**config.mk**
```make
export PLATFORM = sky130hd
export DESIGN_NAME = ddr_axi_adapter
export DESIGN_NICKNAME = d
export VERILOG_FILES = /design/src/rtl/ddr_axi_adapter.sv
export SDC_FILE = /design/constraint.sdc
export NUM_CORES = 2
export LEC_CHECK = 0
export ABC_AREA = 1
export BUFFER_PORTS_ARGS = -buffer_cell sky130_fd_sc_hd__buf_2
export CORE_MARGIN = 4
export CORE_UTILIZATION = 55
export DETAILED_ROUTE_END_ITERATION = 8
export GPL_ROUTABILITY_DRIVEN = 0
export PLACE_DENSITY_LB_ADDON = 0.12
export SETUP_SLACK_MARGIN = 0.4
export SLEW_MARGIN = 20
export SYNTH_ARGS = -nofsm -noshare
export SYNTH_HDL_FRONTEND = slang
export SYNTH_SLANG_ARGS = --single-unit
```
**constraint.sdc**
```tcl
create_clock -name clk -period 13.3 [get_ports clk]
set_clock_uncertainty 0.2 [all_clocks]
set_input_delay 1.33 -clock clk [delete_from_list [all_inputs] [get_ports clk]]
set_output_delay 1.33 -clock clk [all_outputs]
set_load 0.02 [all_outputs]
```
**src/rtl/ddr_axi_adapter.sv**
```systemverilog
// ddr_axi_adapter: AXI4 slave that arbitrates AW/AR onto one DDR command channel, splitting at row/FIFO limits.
// Optional DDR_ADAPTER_STATS_EN adds stat_split/stat_stall counters.
module ddr_axi_adapter #(
    parameter int ROW_BITS = 13,
    parameter int COL_BITS = 11,
    parameter int RFIFO_AW = 6,
    parameter int ADDR_W = ROW_BITS + COL_BITS + 3
) (
    input  logic              clk,
    input  logic              reset,
    input  logic              s_awvalid,
    output logic              s_awready,
    input  logic [ADDR_W-1:0] s_awaddr,
    input  logic [7:0]        s_awlen,
    input  logic [1:0]        s_awid,
    input  logic              s_wvalid,
    output logic              s_wready,
    input  logic [31:0]       s_wdata,
    input  logic [3:0]        s_wstrb,
    input  logic              s_wlast,
    output logic              s_bvalid,
    input  logic              s_bready,
    output logic [1:0]        s_bid,
    output logic [1:0]        s_bresp,
    input  logic              s_arvalid,
    output logic              s_arready,
    input  logic [ADDR_W-1:0] s_araddr,
    input  logic [7:0]        s_arlen,
    input  logic [1:0]        s_arid,
    output logic              s_rvalid,
    input  logic              s_rready,
    output logic [31:0]       s_rdata,
    output logic [1:0]        s_rid,
    output logic              s_rlast,
    output logic [1:0]        s_rresp,
    output logic              m_arw_valid,
    input  logic              m_arw_ready,
    output logic [ADDR_W-1:0] m_arw_addr,
    output logic [7:0]        m_arw_len,
    output logic              m_arw_write,
    output logic [1:0]        m_arw_id,
    output logic              m_wvalid,
    input  logic              m_wready,
    output logic [31:0]       m_wdata,
    output logic [3:0]        m_wstrb,
    output logic              m_wlast,
    input  logic              m_bvalid,
    output logic              m_bready,
    input  logic [1:0]        m_bid,
    input  logic              m_rvalid,
    input  logic              m_rlast,
    input  logic [31:0]       m_rdata,
    input  logic [1:0]        m_rid
`ifdef DDR_ADAPTER_STATS_EN
    ,
    output logic [15:0]       stat_split,
    output logic [15:0]       stat_stall
`endif
);
    localparam int RD = 1 << RFIFO_AW;
    localparam int ROW_WORDS = 1 << (COL_BITS - 1);
    localparam int CW = COL_BITS + 1;
    localparam int BW = CW > 9 ? CW : 9;
    localparam int CNTW = RFIFO_AW + 1;
    typedef enum logic [2:0] {IDLE, ISSUE, WDATA, WRESP, RWAIT} state_t;
    state_t state;
    logic [ADDR_W-1:0] addr;
    logic [8:0] rem;
    logic [1:0] id;
    logic dir, last_grant, trunc;
    logic [7:0] beat_cnt;
    logic [CNTW-1:0] cnt, free;
    logic [RFIFO_AW-1:0] wptr, rptr;
    logic [34:0] mem [RD];
    logic [BW-1:0] rem_b, left_b, cap_b, m1, beats;
    logic last_sub, lsub, credit_ok, gnt_w, gnt_r, wd, wr, wend, adv, push, pop;
    logic unused_bid;
    assign unused_bid = ^m_bid;
    assign rem_b = BW'(rem);
    assign left_b = BW'(ROW_WORDS) - BW'(addr[COL_BITS:2]);
    assign cap_b = dir ? BW'(256) : BW'(RD);
    assign m1 = rem_b < left_b ? rem_b : left_b;
    assign beats = m1 < cap_b ? m1 : cap_b;
    assign last_sub = beats == rem_b;
    assign lsub = last_sub || trunc;
    assign free = CNTW'(RD) - cnt;
    // reads only launch when the FIFO can absorb the whole sub-burst
    assign credit_ok = BW'(free) >= beats;
    assign gnt_w = state == IDLE && s_awvalid && (!s_arvalid || !last_grant);
    assign gnt_r = state == IDLE && s_arvalid && !gnt_w;
    assign s_awready = gnt_w;
    assign s_arready = gnt_r;
    assign m_arw_valid = state == ISSUE && (dir || credit_ok);
    assign m_arw_addr = state == ISSUE ? addr : '0;
    assign m_arw_len = state == ISSUE ? 8'(beats - BW'(1)) : '0;
    assign m_arw_write = state == ISSUE && dir;
    assign m_arw_id = state == ISSUE ? id : '0;
    assign wd = state == WDATA;
    assign s_wready = wd && m_wready;
    assign m_wvalid = wd && s_wvalid;
    assign m_wdata = wd ? s_wdata : '0;
    assign m_wstrb = wd ? s_wstrb : '0;
    assign wend = BW'(beat_cnt) == beats - BW'(1);
    assign m_wlast = wd && (wend || s_wlast);
    assign wr = state == WRESP;
    assign s_bvalid = wr && lsub && m_bvalid;
    assign m_bready = wr && (!lsub || s_bready);
    assign s_bid = wr && lsub ? id : '0;
    assign s_bresp = '0;
    assign adv = (wr && m_bvalid && m_bready) || (state == RWAIT && m_rvalid && m_rlast);
    assign push = state == RWAIT && m_rvalid;
    assign s_rvalid = cnt != '0;
    assign pop = s_rvalid && s_rready;
    assign {s_rid, s_rdata, s_rlast} = s_rvalid ? mem[rptr] : '0;
    assign s_rresp = '0;
    always_ff @(posedge clk or posedge reset) begin
        if (reset) begin
            state <= IDLE;
            addr <= '0;
            rem <= '0;
            id <= '0;
            dir <= 1'b0;
            last_grant <= 1'b1;
            trunc <= 1'b0;
            beat_cnt <= '0;
        end else begin
            case (state)
                IDLE: if (gnt_w || gnt_r) begin
                    addr <= (gnt_w ? s_awaddr : s_araddr) & ~ADDR_W'(3);
                    rem <= gnt_w ? 9'(s_awlen) + 9'd1 : 9'(s_arlen) + 9'd1;
                    id <= gnt_w ? s_awid : s_arid;
                    dir <= gnt_w;
                    last_grant <= gnt_w;
                    trunc <= 1'b0;
                    state <= ISSUE;
                end
                ISSUE: if (m_arw_valid && m_arw_ready) begin
                    beat_cnt <= '0;
                    state <= dir ? WDATA : RWAIT;
                end
                WDATA: if (m_wvalid && m_wready) begin
                    beat_cnt <= beat_cnt + 8'd1;
                    if (m_wlast) begin
                        trunc <= s_wlast;
                        state <= WRESP;
                    end
                end
                WRESP, RWAIT: if (adv) begin
                    addr <= addr + ADDR_W'({beats, 2'b00});
                    rem <= rem - 9'(beats);
                    state <= lsub ? IDLE : ISSUE;
                end
                default: state <= IDLE;
            endcase
        end
    end
    always_ff @(posedge clk or posedge reset) begin
        if (reset) begin
            wptr <= '0;
            rptr <= '0;
            cnt <= '0;
        end else begin
            if (push) wptr <= wptr + RFIFO_AW'(1);
            if (pop) rptr <= rptr + RFIFO_AW'(1);
            cnt <= cnt + CNTW'(push) - CNTW'(pop);
        end
    end
    always_ff @(posedge clk) begin
        if (push) mem[wptr] <= {m_rid, m_rdata, m_rlast && last_sub};
    end
`ifdef DDR_ADAPTER_STATS_EN
    always_ff @(posedge clk or posedge reset) begin
        if (reset) begin
            stat_split <= '0;
            stat_stall <= '0;
        end else begin
            if (m_arw_valid && m_arw_ready && !last_sub && stat_split != 16'hFFFF) stat_split <= stat_split + 16'd1;
            if (state == ISSUE && !dir && !credit_ok && stat_stall != 16'hFFFF) stat_stall <= stat_stall + 16'd1;
        end
    end
`endif
endmodule

```
# [Yosys cells after proc, flatten, opt, wreduce, memory -nomap -nowiden]
# Memory sizes are Yosys's and may differ from the RTL's.
# Index checks and enable logic that the tools add are counted.
# Widths: inputs -> output; s select.
[word_totals] elab_cells=116 input_bits=159 register_bits=71 output_inout_bits=124 ramBits=2240 n_memories=1
[classes] n_mux=36 add_sub_neg=12 n_lt_le_gt_ge=3 eq_ne=11 reduce_logical=42
[memory_table] name="mem" depth=64 width=35 read_ports=1 rd_clocked_by_memory_dff=0 wr=1 line="74" text="logic [34:0] mem [RD];"
[op_table] operator="$mux 27" n=4
[op_table] operator="$pmux 27 s2" n=1
[op_table] operator="$mux 9" n=4
[op_table] operator="$mux 35" n=1
[op_table] operator="$mux 32" n=1
[op_table] operator="$add 27x14->27" n=1
[op_table] operator="$mux 12" n=2
[op_table] operator="$mux 8" n=3
[op_table] operator="$logic_and 1x1->1" n=20
[op_table] operator="$add 8x1->9 const B" n=2
[op_table] operator="$mux 3" n=6
[op_table] operator="$pmux 9 s2" n=1
[op_table] operator="$pmux 8 s2" n=1
[op_table] operator="$add 6x1->6 const B" n=2
[op_table] operator="$eq 12x9->1" n=1
[op_table] operator="$eq 8x12->1" n=1
[op_table] operator="$ge 7x12->1" n=1
[op_table] operator="$lt 12x9->1" n=1
[op_table] operator="$lt 9x12->1" n=1
[op_table] operator="$pmux 3 s4" n=1
[op_table] operator="$sub 11x10->12 const A" n=1
[op_table] operator="$sub 12x1->12 const B" n=1
[op_table] operator="$sub 9x9->9" n=1
[op_table] operator="$add 8x1->8 const B" n=1
[op_table] operator="22 further kinds" n=45

# [Depth between registers and ports, before layout]
[depth] word_depth=14 ltp_mapped=43 mapped_depth_nobuf=42

# [Worst setup path after synthesis]
# OpenSTA, ideal clock, no wires.
[synth_timing] path_type="reg-to-output" from="reg addr[3]" to="out m_wlast" path_buffers=0 path_slack_ns=7.511 required_time_ns=11.770 path_stages_with_launch=30 t_arrival_ns=4.259 cell_sequence="dfrtp_1 inv_1 ha_1 inv_1 nor2_2 nand3_1 nor3_1 xor2_1 ha_1 inv_1 nor2_1 nand3_1 nand3_2 nand2_1 o21a_1 ha_1 nand2_2 nand2_2 nor2_1 inv_1 ha_1 xor2_1 nand2_1 nor2_1 nand3_1 nor2_1 nand3_1 nor2_1 nand2_1 a21oi_1"
[synth_between] elab_chain_len=9
[synth_lines] element="start, declared" line="67" text="logic [ADDR_W-1:0] addr;"
[synth_lines] element="start signal, assigned" line="129" text="addr <= (gnt_w ? s_awaddr : s_araddr) & ~ADDR_W'(3);"
[synth_lines] element="start signal, assigned" line="149" text="addr <= addr + ADDR_W'({beats, 2'b00});"
[synth_lines] element="$sub 11x10->12 *" line="80" text="assign left_b = BW'(ROW_WORDS) - BW'(addr[COL_BITS:2]);"
[synth_lines] element="$lt 9x12->1" line="82" text="assign m1 = rem_b < left_b ? rem_b : left_b;"
[synth_lines] element="$mux 12 *" line="82"
[synth_lines] element="$lt 12x9->1" line="83" text="assign beats = m1 < cap_b ? m1 : cap_b;"
[synth_lines] element="$mux 12 *" line="83"
[synth_lines] element="$sub 12x1->12 *" line="103" text="assign wend = BW'(beat_cnt) == beats - BW'(1);"
[synth_lines] element="$eq 8x12->1 *" line="103"
[synth_lines] element="$logic_or 1x1->1 *" line="104" text="assign m_wlast = wd && (wend || s_wlast);"
[synth_lines] element="$logic_and 1x1->1 *" line="104"
[synth_lines] element="end, declared" line="46" text="output logic m_wlast,"
# Every way passes the cells marked *; elsewhere a longest branch is shown, timed or not.

# [Final worst setup path]
[layout_timing] from="reg rptr[0]" to="out s_rdata[15]"
[layout_between] elab_chain_len=2
[layout_lines] element="start, declared" line="73" text="logic [RFIFO_AW-1:0] wptr, rptr;"
[layout_lines] element="start signal, assigned" line="164" text="if (pop) rptr <= rptr + RFIFO_AW'(1);"
[layout_lines] element="$mem_v2 64x35"
[layout_lines] element="$mux 35" line="114" text="assign {s_rid, s_rdata, s_rlast} = s_rvalid ? mem[rptr] : '0;"
[layout_lines] element="end, declared" line="32" text="output logic [31:0] s_rdata,"
# No other way between the ends.

==> flow_metrics.tcl <==
set metrics [dict create \
    cp-start-kind "flop" \
    crit_required_ns 11.77 \
    synth_top_cell_area_share_pct 72.0 \
    first_global_vias 58278 \
    clockRootBuffer "sky130_fd_sc_hd__clkbuf_16" \
    critPathArrivalTime_ns 6.39 \
    fin_crit_sh_pct 59.6 \
    yosys.cell_types.count 50 \
    vdd_ir_drop_max_mv 0.250 \
    clock_tree.buffer_depth 3 \
    syn_avg_cell_area_um2 12.8 \
    wire_length_of_the_first_global_routing_pass_mm 400 \
    synthTopCellsByCount "2240 x sky130_fd_sc_hd__edfxtp_1, 1354 x sky130_fd_sc_hd__nor2_1, 1185 x sky130_fd_sc_hd__o21ai_0" \
    yosys_warnings 0 \
    dieArea_um2 177000 \
    clock_tree_from_tritoncts "yes" \
    final_net_count 7658 \
    numClockSinks 2309 \
    worst_hold_check_path_type "in -> async" \
    track_usage_pct 31.2 \
    finalCoreUtilization_pct 61.8 \
    drt_drc_violations_left 0 \
    max_slew.worst_pin.slew_ns 1.16 \
    ctsResizeCount 0 \
    synth.largest_area_cell "sky130_fd_sc_hd__edfxtp_1" \
    synth-edff-count 2240 \
    cp-end-kind "output port" \
    synth_cells 7324 \
    routedWlPerCell_um 28.2 \
    cts_buffers 224 \
    overflow_after_grt 0 \
    synthArstFlopShare_pct 2.99 \
    placed_area_um2 97200 \
    maxClockFrequency_mhz 126 \
    post-synth-top-count-cell "sky130_fd_sc_hd__edfxtp_1" \
    final.hold.worst_slack_ns 0.197 \
    std_cell_rows 151 \
    finalWirelength_mm 278 \
    p_per_area_nw_per_um2 219 \
    leakage_power_figure_uw 0.0344 \
    ctsHoldBuffers 0 \
    postSynth.topFlopCell "sky130_fd_sc_hd__edfxtp_1" \
    min_period_ns 7.92 \
    clock_latency_ns 0.86 \
    final.fill_count 12826 \
    core_area_um2 169000 \
    rr_startpoint "addr[3]" \
    synthesis.area_um2 93400 \
    ctsHtreeMaxLevel 4 \
    netlist_top_cells_area "sky130_fd_sc_hd__edfxtp_1 72%, sky130_fd_sc_hd__o21ai_0 6.3%, sky130_fd_sc_hd__nor2_1 5.4%, sky130_fd_sc_hd__o22ai_1 2.3%, sky130_fd_sc_hd__o221ai_1 2.1%" \
    synth_seq_area_share_pct 73.8 \
    layout.cell_area.non_filler_um2 105000 \
    areaGrowthSynthToFinish_pct 11.9 \
    antenna_found_initial 15 \
    layout-drive-gt1-share_pct 10.9 \
    maximum_fanout_along_the_worst_path 97 \
    post_drt_via_cell_ratio 6.37 \
    crit_path_start "rptr[0]" \
    start_util_pct 55.3 \
    portBuffers 270 \
    final-hold-violation-count 0 \
    timing.max_cap.violations 0 \
    setup_viol 0 \
    status "finished, final reports clean" \
    via_count_of_the_routed_design 62780 \
    setup_buffers_after_cts 0 \
    dr.pass1.iters 6 \
    ant_nets 0 \
    clk_pin_slew_worst_paths_ns 0.06 \
    die_height_um 420 \
    top_level_pins 283 \
    max-slew-margin-rel_pct 22.6 \
    synth-seq-cells 2309 \
    place_hpwl_mm 149 \
    dr.first_iter.drc_count 8223 \
    grt_max_degree 204 \
    slew_viol_final 0 \
    setup_tns_ns 0 \
    grt_setup_unrepaired "no" \
    timing_worst_setup_path_type "reg -> out" \
    fp.dieW_um 420 \
]
## layer usage
layer | global-route usage [%] | up-vias | routed length, µm
met4 | 12.6 | 8 | 11500
li1 | - | 27528 | -
met1 | 44.3 | 31324 | 110000
met5 | 0 | - | 50
met3 | 6.04 | 455 | 29600
met2 | 47.9 | 3465 | 127000
## per-stage QoR
stage | setup slack [ns] | cells | power (µW)
finish | 5.38 | 9858 | 22900
global route | 4.98 | 9857 | 24000
CTS | 5.42 | 9850 | 22900
detailed placement | 6.36 | 9432 | 16700
global placement | 6.44 | 9430 | 16600
floorplan | 7.51 | 7331 | 13800
## sequential cells by signal, indices dropped and copies added (netlist names)
| signal | count |
|---|---|
| state | 3 |
| mem | 2240 |
| last_grant | 1 |
| id | 2 |
| addr | 25 |
| cnt | 7 |
| rptr | 6 |
| rem | 9 |
| trunc | 1 |
| dir | 1 |
| beat_cnt | 8 |
| wptr | 6 |
## power by group
part / total [µW] / internal (µW) / leakage (µW) / switching, µW
clock network: 6190 / 3500 / 0.00350 / 2690
registers: 8320 / 8100 / 0.0210 / 218
logic: 8390 / 2300 / 0.00994 / 6090
## cells by family (layout without fill, tap and decap cells)
logic type	after synthesis	count (layout)	synth area share (%)
flops	2309	2309	73.8
simple gates	2156	2156	9.37
compound gates	2053	2053	12.6
buf+inv	698	1003	2.90
fa+ha+maj	55	55	0.761
xor+xnor	42	42	0.402
mux	10	10	0.107
other cells	1	12	0.00401
## cell type report
type                       count  area, µm²  area share, %
antenna                        4       10.0        0.00958
clock inverter               134       1170           1.12
tap                         2218       2780           2.66
timing repair buffer         401       2600           2.49
clock buffer                 284       5970           5.71
inverter                     184        722          0.691
multi-input combinational   4324      22300           21.3
sequential                  2309      69000           66.0
## worst paths after layout
check	endpoint	slack, ns	depth (start not counted)
max	s_rdata[15]	5.38	10
min	wptr[0]	0.20	2
max reg2reg	addr[21]	6.40	40
min reg2reg	trunc	0.28	2
max in group asynchronous	rptr[2]	11.43	3
min in group clk	trunc	0.28	2
## worst max-delay path: stages (launching register included)
cell                       delay, ns
sky130_fd_sc_hd__dfrtp_4        0.92
sky130_fd_sc_hd__buf_4          0.69
sky130_fd_sc_hd__buf_4          0.70
sky130_fd_sc_hd__buf_4          0.85
sky130_fd_sc_hd__o21ai_0        0.22
sky130_fd_sc_hd__o221ai_1       0.29
sky130_fd_sc_hd__o211ai_1       0.15
sky130_fd_sc_hd__nand3_1        0.12
sky130_fd_sc_hd__nand3_1        0.17
sky130_fd_sc_hd__a21oi_1        0.82
sky130_fd_sc_hd__buf_2          0.34
## cells in the final DEF (no fill, tap or decap), drive strengths merged, types with 3 or more instances in the layout
cell / n
o22ai: 344
ha: 52
clkbuf: 284
o221ai: 225
a22oi: 5
o21a: 3
o32ai: 4
dfrtp: 68
fa: 3
nand4: 52
nand2: 396
diode: 4
clkinvlp: 6
bufinv: 17
o211ai: 62
inv: 184
buf: 401
xor2: 39
xnor2: 3
o21ai: 1223
nor3: 16
nand3: 321
nor4: 4
edfxtp: 2240
a21oi: 180
o31ai: 3
mux2i: 10
conb: 8
nor2: 1361
clkinv: 111
Note: power is estimated with default switching activity, not from simulation.
